[src/rtl/count_seq_monitor_pkg.sv]
// Shared types and constants for the JK sequence-counter monitor.
package count_seq_pkg;

  typedef enum logic [1:0] {
    IDLE    = 2'd0,
    ACQUIRE = 2'd1,
    LOCKED  = 2'd2,
    FAULT   = 2'd3
  } state_e;

  // First value after counter reset, and the value that restarts each loop
  localparam logic [2:0] SEQ_START = 3'd0;
  localparam logic [2:0] SEQ_LOOP  = 3'd2;

  // Designed successor of each counter value, returned as {valid, next}.
  // Values 1, 3 and 4 are unreachable and have no successor.
  function automatic logic [3:0] seq_succ(input logic [2:0] v);
    case (v)
      3'd0:    return {1'b1, 3'd6};
      3'd6:    return {1'b1, 3'd2};
      3'd2:    return {1'b1, 3'd5};
      3'd5:    return {1'b1, 3'd7};
      3'd7:    return {1'b1, 3'd2};
      default: return 4'b0000;
    endcase
  endfunction

endpackage

[src/rtl/count_seq_monitor_succ_lut.sv]
// Combinational successor lookup for the monitored counter. A different
// counter variant only needs a new table here.
module seq_succ_lut
  import count_seq_pkg::*;
(
  input  logic [2:0] q,
  output logic       valid,
  output logic [2:0] next
);

  // Table lookup of the designed next value
  always_comb begin
    {valid, next} = seq_succ(q);
  end

endmodule

[src/rtl/count_seq_monitor.sv]
// Monitors a 3-bit JK sequence counter: tracks lock, flags transition faults
// with a pulse and saturating count, and emits one tick per loop restart.
module count_seq_monitor
  import count_seq_pkg::*;
#(
  parameter int LOCK_N = 2,
  parameter int ERR_W  = 8
) (
  input  logic             clk,
  input  logic             clear,
  input  logic             en,
  input  logic [2:0]       q_in,
  input  logic             clr_err,
  output logic             locked,
  output logic             err,
  output logic [ERR_W-1:0] err_cnt,
  output logic             period_tick,
  output logic [1:0]       state_out
);

  localparam logic [4:0]       LOCK_TGT = 5'(LOCK_N);
  localparam logic [ERR_W-1:0] ERR_MAX  = '1;
  localparam logic [ERR_W-1:0] ERR_ONE  = {{(ERR_W-1){1'b0}}, 1'b1};

  state_e           state_q, state_d;
  logic [2:0]       prev_q, prev_d;
  logic [3:0]       good_cnt_q, good_cnt_d;
  logic [ERR_W-1:0] err_cnt_q, err_cnt_d;
  logic             err_q, err_d;
  logic             tick_q, tick_d;

  logic             succ_valid;
  logic [2:0]       succ_next;
  logic             legal;
  logic             fault_inc;
  logic [4:0]       good_inc;
  logic [ERR_W-1:0] cnt_base;

  seq_succ_lut u_succ (
    .q     (prev_q),
    .valid (succ_valid),
    .next  (succ_next)
  );

  // A step is legal only if it lands on the designed successor; this also
  // rejects stalls and anything leaving an unreachable value.
  assign legal    = succ_valid && (q_in == succ_next);
  assign good_inc = {1'b0, good_cnt_q} + 5'd1;

  // Next-state logic: FSM, history, lock counter and fault counter
  always_comb begin
    state_d    = state_q;
    prev_d     = prev_q;
    good_cnt_d = good_cnt_q;
    err_d      = 1'b0;
    tick_d     = 1'b0;
    fault_inc  = 1'b0;
    if (en) begin
      prev_d = q_in;
      case (state_q)
        IDLE: begin
          good_cnt_d = 4'd0;
          state_d    = ACQUIRE;
        end
        ACQUIRE: begin
          if (legal) begin
            good_cnt_d = good_inc[3:0];
            if (good_inc == LOCK_TGT) state_d = LOCKED;
          end else begin
            good_cnt_d = 4'd0;
          end
        end
        LOCKED: begin
          if (legal) begin
            tick_d = (q_in == SEQ_LOOP);
          end else begin
            state_d   = FAULT;
            err_d     = 1'b1;
            fault_inc = 1'b1;
          end
        end
        default: begin
          // FAULT: one recovery sample, no legality check
          good_cnt_d = 4'd0;
          state_d    = ACQUIRE;
        end
      endcase
    end
    // Clear is applied before any same-edge increment, independent of en
    cnt_base = clr_err ? '0 : err_cnt_q;
    if (fault_inc && (cnt_base != ERR_MAX)) err_cnt_d = cnt_base + ERR_ONE;
    else                                    err_cnt_d = cnt_base;
  end

  // State and output registers with asynchronous active-low reset
  always_ff @(posedge clk or negedge clear) begin
    if (!clear) begin
      state_q    <= IDLE;
      prev_q     <= SEQ_START;
      good_cnt_q <= 4'd0;
      err_cnt_q  <= '0;
      err_q      <= 1'b0;
      tick_q     <= 1'b0;
    end else begin
      state_q    <= state_d;
      prev_q     <= prev_d;
      good_cnt_q <= good_cnt_d;
      err_cnt_q  <= err_cnt_d;
      err_q      <= err_d;
      tick_q     <= tick_d;
    end
  end

  assign locked      = (state_q == LOCKED);
  assign err         = err_q;
  assign err_cnt     = err_cnt_q;
  assign period_tick = tick_q;
  assign state_out   = state_q;

endmodule

[config.mk]
export PLATFORM = sky130hd
export DESIGN_NAME = count_seq_monitor
export DESIGN_NICKNAME = d
export VERILOG_FILES = /design/src/rtl/count_seq_monitor_pkg.sv /design/src/rtl/count_seq_monitor_succ_lut.sv /design/src/rtl/count_seq_monitor.sv
export SDC_FILE = /design/constraint.sdc
export NUM_CORES = 1
export LEC_CHECK = 0
export BUFFER_PORTS_ARGS = -buffer_cell sky130_fd_sc_hd__buf_2
export CAP_MARGIN = 10
export CORE_MARGIN = 2
export CORE_UTILIZATION = 54
export CTS_CLUSTER_DIAMETER = 60
export CTS_CLUSTER_SIZE = 28
export DETAILED_ROUTE_END_ITERATION = 10
export GPL_TIMING_DRIVEN = 0
export PLACE_DENSITY = 0.83
export SETUP_SLACK_MARGIN = 0.2
export SLEW_MARGIN = 20
export SYNTH_ARGS = -nofsm -noshare
export SYNTH_HDL_FRONTEND = slang
export SYNTH_SLANG_ARGS = --single-unit
[constraint.sdc]
create_clock -name clk -period 2.8 [get_ports clk]
set_clock_uncertainty 0.1 [all_clocks]
set_input_delay 0.42 -clock clk [delete_from_list [all_inputs] [get_ports clk]]
set_output_delay 0.42 -clock clk [all_outputs]
set_load 0.02 [all_outputs]
* Word level (Yosys, flattened, before mapping)
Index checks and enable logic that the tools add are counted.
W data, S select, Z words.
** Word-level totals
- Logic and storage cells :: 43
- Flip-flop bits (word level) :: 19
- Output and inout port bits :: 13
** Operators by class
- Reductions and logical operators :: 6
- Equality and inequality tests :: 13
- $add $sub $neg :: 2
- Muxes and demuxes :: 15
- Bitwise gates (word level) :: 1
** Operators by type and width (count)
- $mux W8 :: 2
- $pmux W4 S4 :: 1
- $eq A3 B3 Y1 const B :: 3
- $add A8 B1 Y8 const B :: 1
- $ne A8 B8 Y1 const B :: 1
- $pmux W4 S2 :: 1
- $eq A3 B2 Y1 const B :: 2
- $mux W1 :: 6
- $mux W2 :: 3
- $ne A2 B2 Y1 const B :: 3
- $add A4 B1 Y5 const B :: 1
- $eq A5 B2 Y1 const B :: 1
- $mux W4 :: 1
- $pmux W2 S2 :: 1
- $reduce_and A4 Y1 :: 1
- $eq A3 B3 Y1 :: 1
- $logic_not A3 Y1 :: 1
- $eq A2 B1 Y1 const B :: 1
- $eq A2 B2 Y1 const B :: 1
- $logic_and A1 B1 Y1 :: 2
- $reduce_and A2 Y1 :: 1
- $reduce_or A2 Y1 :: 1
- $not A1 Y1 :: 1

* Logic depth before layout (Yosys ltp)
Gate-level depths: netlist of run 1.
- Depth after elaboration :: 10
- Mapped depth :: 8

* Cells and area by module
A second synthesis of run 1 with hierarchy kept.
** Second synthesis, totals
- Cell total of the unflattened synthesis :: 110
- Area total of the unflattened synthesis :: 1094.8 um2
** By module, submodules not included
- count_seq_monitor :: cells each 101, times used 1, area each 1041.0 um2
- seq_succ_lut :: cells each 9, times used 1, area each 53.8 um2

* Least setup slack after synthesis of run 1
OpenSTA, ideal clock, no wires.
- Path type :: input-to-reg
- From :: input port clr_err
- To :: register err_cnt_q[1], in the netlist err_cnt[1]
- Data arrival time :: 1.977 ns
- Data required time :: 2.572 ns
- Path buffers :: 1
- Setup slack :: 0.596 ns
- Stages :: 8
- Path through :: buf_2 -> nor2b_1 -> ha_1 -> nand3_1 -> or3_1 -> nor3_4 -> nor2_1 -> mux2_1
** Between the ends
- Longest elaborated chain between the ends :: 4
** Ends and longest elaborated chain
- start: declaration :: line count_seq_monitor.sv:13 : input logic clr_err,
- $mux W8 * :: line count_seq_monitor.sv:90 : cnt_base = clr_err ? '0 : err_cnt_q;
- parallel branches: the longest is 2 deep, another holds $add A8 B1 Y8
- $mux W8 * :: line count_seq_monitor.sv:91 : if (fault_inc && (cnt_base != ERR_MAX)) err_cnt_d = cnt_base + ERR_ONE;
- via err_cnt_d[1] :: line count_seq_monitor.sv:28 : logic [ERR_W-1:0] err_cnt_q, err_cnt_d;
- end signal: assignment :: line count_seq_monitor.sv:108 : err_cnt_q <= err_cnt_d;
- end: declaration :: line count_seq_monitor.sv:28
Mark *: on every way through the listed nets, which the timed path passes.
A chain may end at the register's enable or synchronous reset.

* Worst setup path after layout of run 1
- From :: register err_cnt_q[0], in the netlist err_cnt[0]
- To :: register err_cnt_q[1], in the netlist err_cnt[1]
** Between the ends
- Longest elaborated chain between the ends :: 4
** Ends and longest elaborated chain (line)
- $mux W8 * :: count_seq_monitor.sv:90
- parallel branches: the longest is 2 deep, another holds $add A8 B1 Y8
- $mux W8 * :: count_seq_monitor.sv:91
- via err_cnt_d[1] :: count_seq_monitor.sv:28
Marked as above.

==> results of run 1 <==
==> stage by stage <==
| step | area (µm²) | utilization [%] | hold WS, ns | power, W | setup WS [ns] |
|---|---|---|---|---|---|
| 6_report | 1260 | 64.9 | 0.278 | 0.000679 | 0.555 |
| 5_1_grt | 1260 | 64.9 | 0.273 | 0.000722 | 0.446 |
| 4_1_cts | 1260 | 64.9 | 0.272 | 0.000687 | 0.552 |
| 3_5_place_dp | 1220 | 63.0 | 0.277 | 0.000549 | 0.419 |
| 3_3_place_gp | 1220 | 63.0 | 0.281 | 0.000534 | 0.450 |
| 2_1_floorplan | 1100 | - | 0.0244 | 0.000481 | 0.596 |
==> synthesized netlist by cell type, types with 3 or more instances <==
cell,number
nand2_1,9
nor2_1,6
mux2_2,3
nor3_1,4
o31ai_1,3
inv_1,9
ha_1,6
xnor2_1,3
dfrtp_1,19
a21oi_1,4
nand3_1,6
o21ai_0,3
nor3b_1,4
nand2b_1,4
==> kinds of logic after synthesis <==
group           Yosys count
mux                       7
buf+inv                  11
flops                    19
compound gates           14
fa+ha+maj                 6
xor+xnor                  4
simple gates             48
==> cell type report <==
class | count | area, µm²
buffer | 2 | 10.0
multi-input combinational | 79 | 586
tap | 27 | 33.8
timing repair buffer | 18 | 95.1
inverter | 9 | 33.8
sequential | 19 | 475
fill | 187 | 682
clock buffer | 4 | 26.3
==> registers in the layout, indices dropped and copies added (netlist names) <==
register and cells:
err_cnt 8, prev_q 3, state_out 2, err 1, period_tick 1, good_cnt_q 4
==> layer usage <==
layer | vias up | share of wire [%] | global-route usage [%]
met5 | - | 0 | 0
li1 | 431 | - | -
met4 | 0 | 1.9 | 8.57
met3 | 6 | 2.5 | 2.76
met2 | 14 | 51 | 31.5
met1 | 424 | 45 | 22.2
==> worst max path at each step <==
stage               slack, ns          to
finish                   0.56  err_cnt[1]
global route             0.45  err_cnt[1]
CTS                      0.55  err_cnt[1]
detailed placement       0.42  err_cnt[1]
global placement         0.45  err_cnt[1]
floorplan                0.60  err_cnt[1]
==> power by group through the flow <==
stage | clock network, W | logic, W | registers [W]
finish | 0.000138 | 0.000210 | 0.000331
CTS | 0.000142 | 0.000213 | 0.000332
global placement | 0 | 0.000202 | 0.000333
global route | 0.000154 | 0.000232 | 0.000336
floorplan | 0 | 0.000120 | 0.000361
detailed placement | 0 | 0.000212 | 0.000337
==> critical path, delay by kind of cell, from the launching register on <==
| family | cells | cell delay [ns] |
|---|---|---|
| mux | 1 | 0.33 |
| flops | 1 | 0.41 |
| simple gates | 5 | 1.07 |
| fa+ha+maj | 1 | 0.22 |
==> impl_metrics.json, run 1 <==
{
  "worstHoldEndpoint": "err_cnt[3]",
  "initialDrtViolationCount": 13,
  "cts_max_level": 1,
  "path_max_fanout": 8,
  "drt_wl_total_um": 2050,
  "hold_viol": 0,
  "area_delta_synth_final_pct": 14.0,
  "synth_enable_flop_cells": 0,
  "critPathLaunchType": "flop",
  "dp_hpwl_um": 1560,
  "synth-xor-area-share_pct": 3.17,
  "vias_per_cell": 5.54,
  "fin_crit_sh_pct": 80.2,
  "diodes": 0,
  "min_path_cells": 2,
  "synth_area_um2": 1100,
  "instances_no_fill": 158,
  "setup_viol": 0,
  "ff2ff_path_depth": 7,
  "routabilityCongestion": 0.805,
  "clockRootBuffer": "clkbuf_4",
  "drcViolationCount": 0,
  "netlist_instances": 109,
  "p_leak_nw": 0.596,
  "crit_type": "flop to flop",
  "ys_types": 33,
  "max-slew-margin-rel_pct": 73.0,
  "slowest_stage": "dfrtp_1",
  "clk_pin_slew_worst_paths_ns": 0.11,
  "vias": 875,
  "cts_setup_buffers": 0,
  "dp_cells": 153,
  "cts_tree": "done",
  "synth-compound-area-share_pct": 9.40,
  "cts-resized-gates": 0,
  "yosys-top-cells-area": "dfrtp_1, ha_1, inv_1",
  "pin_count": 20,
  "die_w_um": 49.2,
  "cts.path.max_buffers": 2,
  "status": "completed",
  "rows": 16,
  "ys_seq_area_share_pct": 43.0,
  "grt_usage_pct": 18.3,
  "ys_async_sr_fraction_pct": 100,
  "yosysWarningCount": 0,
  "synth_top_family_by_area": "simple AND/OR/NAND/NOR gates",
  "final_nets": 145,
  "grt_max_degree": 20,
  "mostFrequentLayoutCells": "buf_2, dfrtp_1, inv_1, nand2_1",
  "grt_pass1_vias": 793,
  "start_util_pct": 56.9,
  "ctsHoldBuffers": 1,
  "slowest_delay_ns": 0.41,
  "end_kind": "flop",
  "drive_gt1_share_pct": 26.0,
  "fmax_ghz": 0.445,
  "tightest_slew_ns": 0.405,
  "hold_start": "clr_err",
  "power_frac_comb_pct": 31.0,
  "p_switching_w": 0.000241,
  "firstDrtPassIters": 4,
  "core_area_um2": 1940,
  "layout_min_cycle_time_ns": 2.24,
  "syn-num-nets": 122,
  "crit_chain": "nor2b_1 > ha_1 > nand3_1 > or3_1 > nor3_4 > nor2_1 > mux2_1",
  "die_area_um2": 2420,
  "hold_path_class": "primary input to flop",
  "rsz0062_at_grt": "false",
  "synthAdderAreaFrac_pct": 6.80,
  "numPortBuffers": 17,
  "swShare_pct": 35.5,
  "cts.sinks": 19,
  "cp-startpoint": "err_cnt[0]",
  "cts_made_buffers": 3,
  "maxCapViolations": 0,
  "ir_worst_vdd_mv": 0.412,
  "antenna_found_initial": 0,
  "seqPwrFrac_pct": 48.7,
  "yosys.area.top_type": "dfrtp_1",
  "crit_required_ns": 2.88,
  "setup-tns-final_ns": 0,
  "clk_latency_ns": 0.29,
  "pwr-share-clk_pct": 20.3,
  "reg2reg_from": "err_cnt[0]",
  "cp.arrival_ns": 2.33,
  "ant_nets": 0,
  "p_per_area_nw_per_um2": 539,
  "reg2reg_to": "err_cnt[1]",
  "grt_overflow": 0,
  "die_y_um": 49.2,
  "r2r_setup_slack_ns": 0.56,
  "routedWlPerCell_um": 12.9,
  "grt_pass1_wl_um": 3350,
  "yosysTopAreaCellShare_pct": 43.0,
  "syn_area_per_cell_um2": 10.1,
  "internal_power_w": 0.000438,
  "yosys-mux-area-fraction_pct": 6.91,
  "yosys.area_share.simple_pct": 26.7,
  "drv_slew": 0,
  "synth_flop_cell": "dfrtp_1",
  "ys_ff_latch": 19
}
(Power assumes the default switching activity.)
==> inputs of run 2 (changes only) <==
Clock period 2.8 ns to 2.3 ns, I/O delays scaled along.
==> impl_metrics.json, run 2 (synthesis results as in run 1) <==
{
  "status": "completed",
  "ir_worst_vdd_mv": 0.464,
  "whs_ns": 0.217,
  "cts.path.max_buffers": 2,
  "drcViolationCount": 0,
  "area_delta_synth_final_pct": 18.3,
  "setup_viol": 0,
  "maxCapViolations": 0,
  "drive_gt1_share_pct": 32.1,
  "p_switching_w": 0.000303,
  "drt_wl_total_um": 2110,
  "tightest_slew_ns": 0.431,
  "diodes": 0,
  "die_w_um": 49.2,
  "hold_viol": 0,
  "layout_min_cycle_time_ns": 2.00,
  "slowest_delay_ns": 0.41,
  "multiInputGateArea_um2": 609,
  "path_max_fanout": 10,
  "r2r_setup_slack_ns": 0.30,
  "fin_crit_sh_pct": 86.7,
  "cts.sinks": 19,
  "vias_per_cell": 5.48,
  "seqPwrFrac_pct": 46.9,
  "min_path_cells": 3,
  "cp.arrival_ns": 2.09,
  "p_leak_nw": 0.611,
  "final_nets": 148,
  "internal_power_w": 0.000549,
  "firstDrtPassIters": 4,
  "swShare_pct": 35.5,
  "rsz0062_at_grt": "false",
  "dp_cells": 153,
  "drv_slew": 0,
  "max-slew-margin-rel_pct": 71.2,
  "grt_pass1_vias": 866,
  "finalCoreUtilization_pct": 67.3,
  "routabilityCongestion": 0.802,
  "routedWlPerCell_um": 13.1,
  "die_area_um2": 2420,
  "ant_nets": 0,
  "cp-startpoint": "prev_q[1]",
  "cts_tree": "done",
  "hold_path_class": "primary input to flop",
  "instances_no_fill": 161,
  "finalPower_w": 0.000852,
  "die_y_um": 49.2,
  "setup-tns-final_ns": 0,
  "grt_usage_pct": 19.2,
  "start_util_pct": 56.9,
  "numPortBuffers": 17,
  "pin_count": 20,
  "crit_required_ns": 2.40,
  "grt_max_degree": 20,
  "largest_reg_flops": 8,
  "fillCellCount": 163,
  "crit_type": "flop to flop",
  "initialDrtViolationCount": 9,
  "dp_hpwl_um": 1480,
  "vias": 883,
  "clk_latency_ns": 0.30,
  "core_area_um2": 1940,
  "power_frac_comb_pct": 32.9,
  "fmax_ghz": 0.501,
  "reg2reg_from": "prev_q[1]",
  "slowest_stage": "dfrtp_1",
  "clk_pin_slew_worst_paths_ns": 0.11,
  "cts_made_buffers": 3,
  "mostFrequentLayoutCells": "buf_2, dfrtp_1, inv_1, nand2_1",
  "rows": 16,
  "pwr-share-clk_pct": 20.2,
  "hold_start": "q_in[1]",
  "end_kind": "flop",
  "final_common_cell": "buf_2",
  "antenna_found_initial": 0,
  "crit_chain": "and4b_4 > o211ai_2 > nand4_4 > nor4_2 > mux2_1",
  "cts_max_level": 1,
  "grt_pass1_wl_um": 3640,
  "critPathLaunchType": "flop",
  "regArea_um2": 477,
  "p_per_area_nw_per_um2": 652,
  "ff2ff_path_depth": 5,
  "clockRootBuffer": "clkbuf_4",
  "grt_overflow": 0
}
## run 2: cell count changes in the layout (fill, tap and decap cells not counted), sizes merged
cell,change
buf,+3
## run 2: layout make-up
type / instances / share of cell area (%)
Timing Repair Buffer: 21 / 9.00
Sequential cell: 19 / 36.5
Tap cell: 27 / 2.58
Buffer: 2 / 0.766
Inverter: 9 / 2.58
Multi-Input combinational cell: 79 / 46.6
Clock buffer: 4 / 2.01
## run 2: critical path: cells and delay by family, from the launching register on
kind	cells	cell delay, ns
multiplexers	1	0.35
AND/OR/NAND/NOR	3	0.77
AO/OA/AOI/OAI	1	0.26
flip-flops	1	0.41
## run 2: what timing repair did
action                                  CTS  global route
pin swaps                                 1             1
gates resized for setup                   1             4
hold buffers                              1             0
buffers inserted                          1             2
hold endpoints to repair                 19             0
endpoints found under the setup margin    2             6
## run 2: final timing paths
kind | endpoint
min in group asynchronous | err_cnt[7]
worst min-delay path | period_tick
max in group asynchronous | err_cnt[0]
worst max register to register | err_cnt[7]
worst max-delay path | err_cnt[7]
worst min register to register | good_cnt_q[3]
## run 2: stage by stage
step	instance area (µm²)	setup slack, ns
CTS	1270	0.211
detailed placement	1230	0.0377
finish	1310	0.305
floorplan	1110	0.191
global placement	1230	0.0835
global route	1310	0.196
## run 2: layer usage
layer | track usage [%] | wire (µm) | vias to the layer above | part of all wire, %
li1 | - | - | 432 | -
met1 | 24.2 | 972 | 433 | 46
met2 | 33.3 | 1040 | 14 | 50
met3 | 3.68 | 68 | 4 | 3.2
met4 | 5.71 | 20 | 0 | 0.95
met5 | 0 | 0 | - | 0
## run 2: power by group through the flow
stage | logic, W | registers (W) | clock network [W]
after detailed placement | 0.000260 | 0.000408 | 0
after floorplan | 0.000147 | 0.000441 | 0
after global routing | 0.000319 | 0.000406 | 0.000189
after CTS | 0.000265 | 0.000401 | 0.000174
after global placement | 0.000248 | 0.000405 | 0
final | 0.000280 | 0.000400 | 0.000173
==> inputs of run 3 (changes only) <==
Settings changed: SYNTH_HIERARCHICAL set to 1.
==> impl_metrics.json, run 3 <==
{
  "yosysWarningCount": 6,
  "drive_gt1_share_pct": 29.2,
  "clockRootBuffer": "clkbuf_4",
  "clk_latency_ns": 0.30,
  "fillCellCount": 158,
  "min_path_cells": 2,
  "seqPwrFrac_pct": 45.5,
  "initialDrtViolationCount": 18,
  "die_area_um2": 2400,
  "reg2reg_to": "state_out[0]",
  "hold_viol": 0,
  "clk_pin_slew_worst_paths_ns": 0.11,
  "p_switching_w": 0.000319,
  "setup-tns-final_ns": 0,
  "hold_start": "q_in[0]",
  "ys_seq_area_share_pct": 43.4,
  "synth_area_um2": 1090,
  "crit_type": "flop to flop",
  "vias": 870,
  "ys_ff_latch": 19,
  "synth_enable_flop_cells": 0,
  "cts_max_level": 1,
  "start_util_pct": 56.4,
  "critPathLaunchType": "flop",
  "grt_usage_pct": 17.7,
  "synth_flop_cell": "dfrtp_1",
  "fin_crit_sh_pct": 93.2,
  "area_delta_synth_final_pct": 20.9,
  "max-slew-margin-rel_pct": 69.0,
  "yosys.area.top_type": "dfrtp_1",
  "ys_types": 33,
  "p_leak_nw": 0.613,
  "maxCapViolations": 0,
  "dp_hpwl_um": 1490,
  "grt_pass1_vias": 784,
  "cts_tree": "done",
  "finalPower_w": 0.000881,
  "drv_slew": 0,
  "largest_reg_flops": 8,
  "diodes": 0,
  "ir_worst_vdd_mv": 0.581,
  "ant_nets": 0,
  "status": "completed",
  "setup_viol": 0,
  "swShare_pct": 36.2,
  "syn-num-nets": 123,
  "path_max_fanout": 7,
  "drcViolationCount": 0,
  "routedWlPerCell_um": 13.1,
  "synth_commonest_cells": "dfrtp_1, nand2_1, xnor2_1",
  "crit_required_ns": 2.40,
  "pin_count": 20,
  "end_kind": "flop",
  "grt_pass1_wl_um": 3350,
  "ys_async_sr_fraction_pct": 100,
  "final_common_cell": "dfrtp_1",
  "worstHoldEndpoint": "prev_q[0]",
  "layout_min_cycle_time_ns": 2.14,
  "yosys-top-cells-area": "dfrtp_1, xnor2_1, ha_1",
  "rsz0062_at_grt": "true",
  "cp.arrival_ns": 2.24,
  "p_per_area_nw_per_um2": 666,
  "die_w_um": 49.0,
  "numPortBuffers": 18,
  "instances_no_fill": 164,
  "rows": 16,
  "r2r_setup_slack_ns": 0.16,
  "syn_area_per_cell_um2": 9.95,
  "tightest_slew_ns": 0.464,
  "grt_overflow": 0,
  "pwr-share-clk_pct": 19.6,
  "netlist_instances": 110,
  "firstDrtPassIters": 4,
  "antenna_found_initial": 0,
  "yosysTopAreaCellShare_pct": 43.4,
  "fmax_ghz": 0.467,
  "cts.path.max_buffers": 2,
  "final_nets": 151,
  "drt_wl_total_um": 2160,
  "dp_cells": 155,
  "power_frac_comb_pct": 34.9,
  "grt_max_degree": 20,
  "core_area_um2": 1940,
  "hold_path_class": "primary input to flop",
  "reg2reg_from": "prev_q[0]",
  "cts.sinks": 19,
  "internal_power_w": 0.000562,
  "mostFrequentLayoutCells": "dfrtp_1, buf_2, xnor2_1, nand2_1, inv_1",
  "die_y_um": 49.0,
  "ff2ff_path_depth": 8,
  "routabilityCongestion": 0.778,
  "yosysMostFrequentCell": "dfrtp_1",
  "cts_made_buffers": 3,
  "vias_per_cell": 5.30
}
## run 3: repair_timing
action                                  4_1_cts  5_1_grt
hold endpoints to repair                     19        0
hold buffers                                  1        0
gates resized for setup                       0        6
buffers inserted                              4        0
pin swaps                                     5        3
endpoints found under the setup margin        2       10
## run 3: worst max path at each step
stage	start	end	cells after the start
floorplan	prev_q[0]	state_out[1]	8
global placement	clr_err	err_cnt[1]	7
detailed placement	clr_err	err_cnt[1]	7
CTS	prev_q[2]	state_out[1]	8
global route	prev_q[2]	state_out[1]	8
finish	prev_q[0]	state_out[0]	8
## run 3: cell families (layout without fill, tap and decap cells)
family / after synthesis / after routing / share of synthesized area (%)
compound gates: 15 / 15 / 9.49
xor+xnor: 9 / 9 / 7.20
fa+ha+maj: 6 / 6 / 6.86
buf+inv: 11 / 38 / 4.46
flops: 19 / 19 / 43.4
mux: 6 / 6 / 5.94
simple gates: 44 / 44 / 22.6
## run 3: final cells by class
class	count	area, µm²	share of cell area (%)
Buffer	3	18.8	1.42
Clock buffer	3	22.5	1.70
Clock inverter	1	5.00	0.378
Inverter	8	30.0	2.27
Multi-Input combinational cell	80	608	45.9
Sequential cell	19	475	35.9
Tap cell	27	33.8	2.55
Timing Repair Buffer	23	130	9.83
## run 3: through the flow
step                      hold WS (ns)  utilization, %  instance area [µm²]  setup WS (ns)
after global routing             0.223            68.2                 1320         0.0716
after detailed placement         0.205            62.8                 1220         0.0636
after global placement           0.199            62.8                 1220         0.0862
final                            0.211            68.2                 1320          0.158
after floorplan                -0.0506               -                 1090          0.205
after CTS                        0.213            66.2                 1290          0.147
## run 3: per-layer routing
| metal | up-vias | part of all wire, % | GRT usage, % |
|---|---|---|---|
| li1 | 441 | - | - |
| met1 | 409 | 44 | 22.0 |
| met2 | 18 | 52 | 33.3 |
| met3 | 2 | 2.9 | 0.920 |
| met4 | 0 | 0.88 | 4.29 |
| met5 | - | 0 | 0 |
## run 3: worst max-delay path: stages, from the launching register on
cell	delay [ns]
dfrtp_1	0.43
buf_4	0.15
o21ai_0	0.23
xnor2_1	0.12
and4_4	0.18
buf_6	0.12
buf_4	0.16
a221o_2	0.42
mux2i_1	0.13
## run 3: power groups by stage
stage               Combinational (W)  Sequential (W)  Clock, W
detailed placement           0.000286        0.000408         0
global placement             0.000270        0.000406         0
global route                 0.000335        0.000407  0.000182
floorplan                    0.000168        0.000441         0
finish                       0.000308        0.000401  0.000172
CTS                          0.000301        0.000401  0.000174
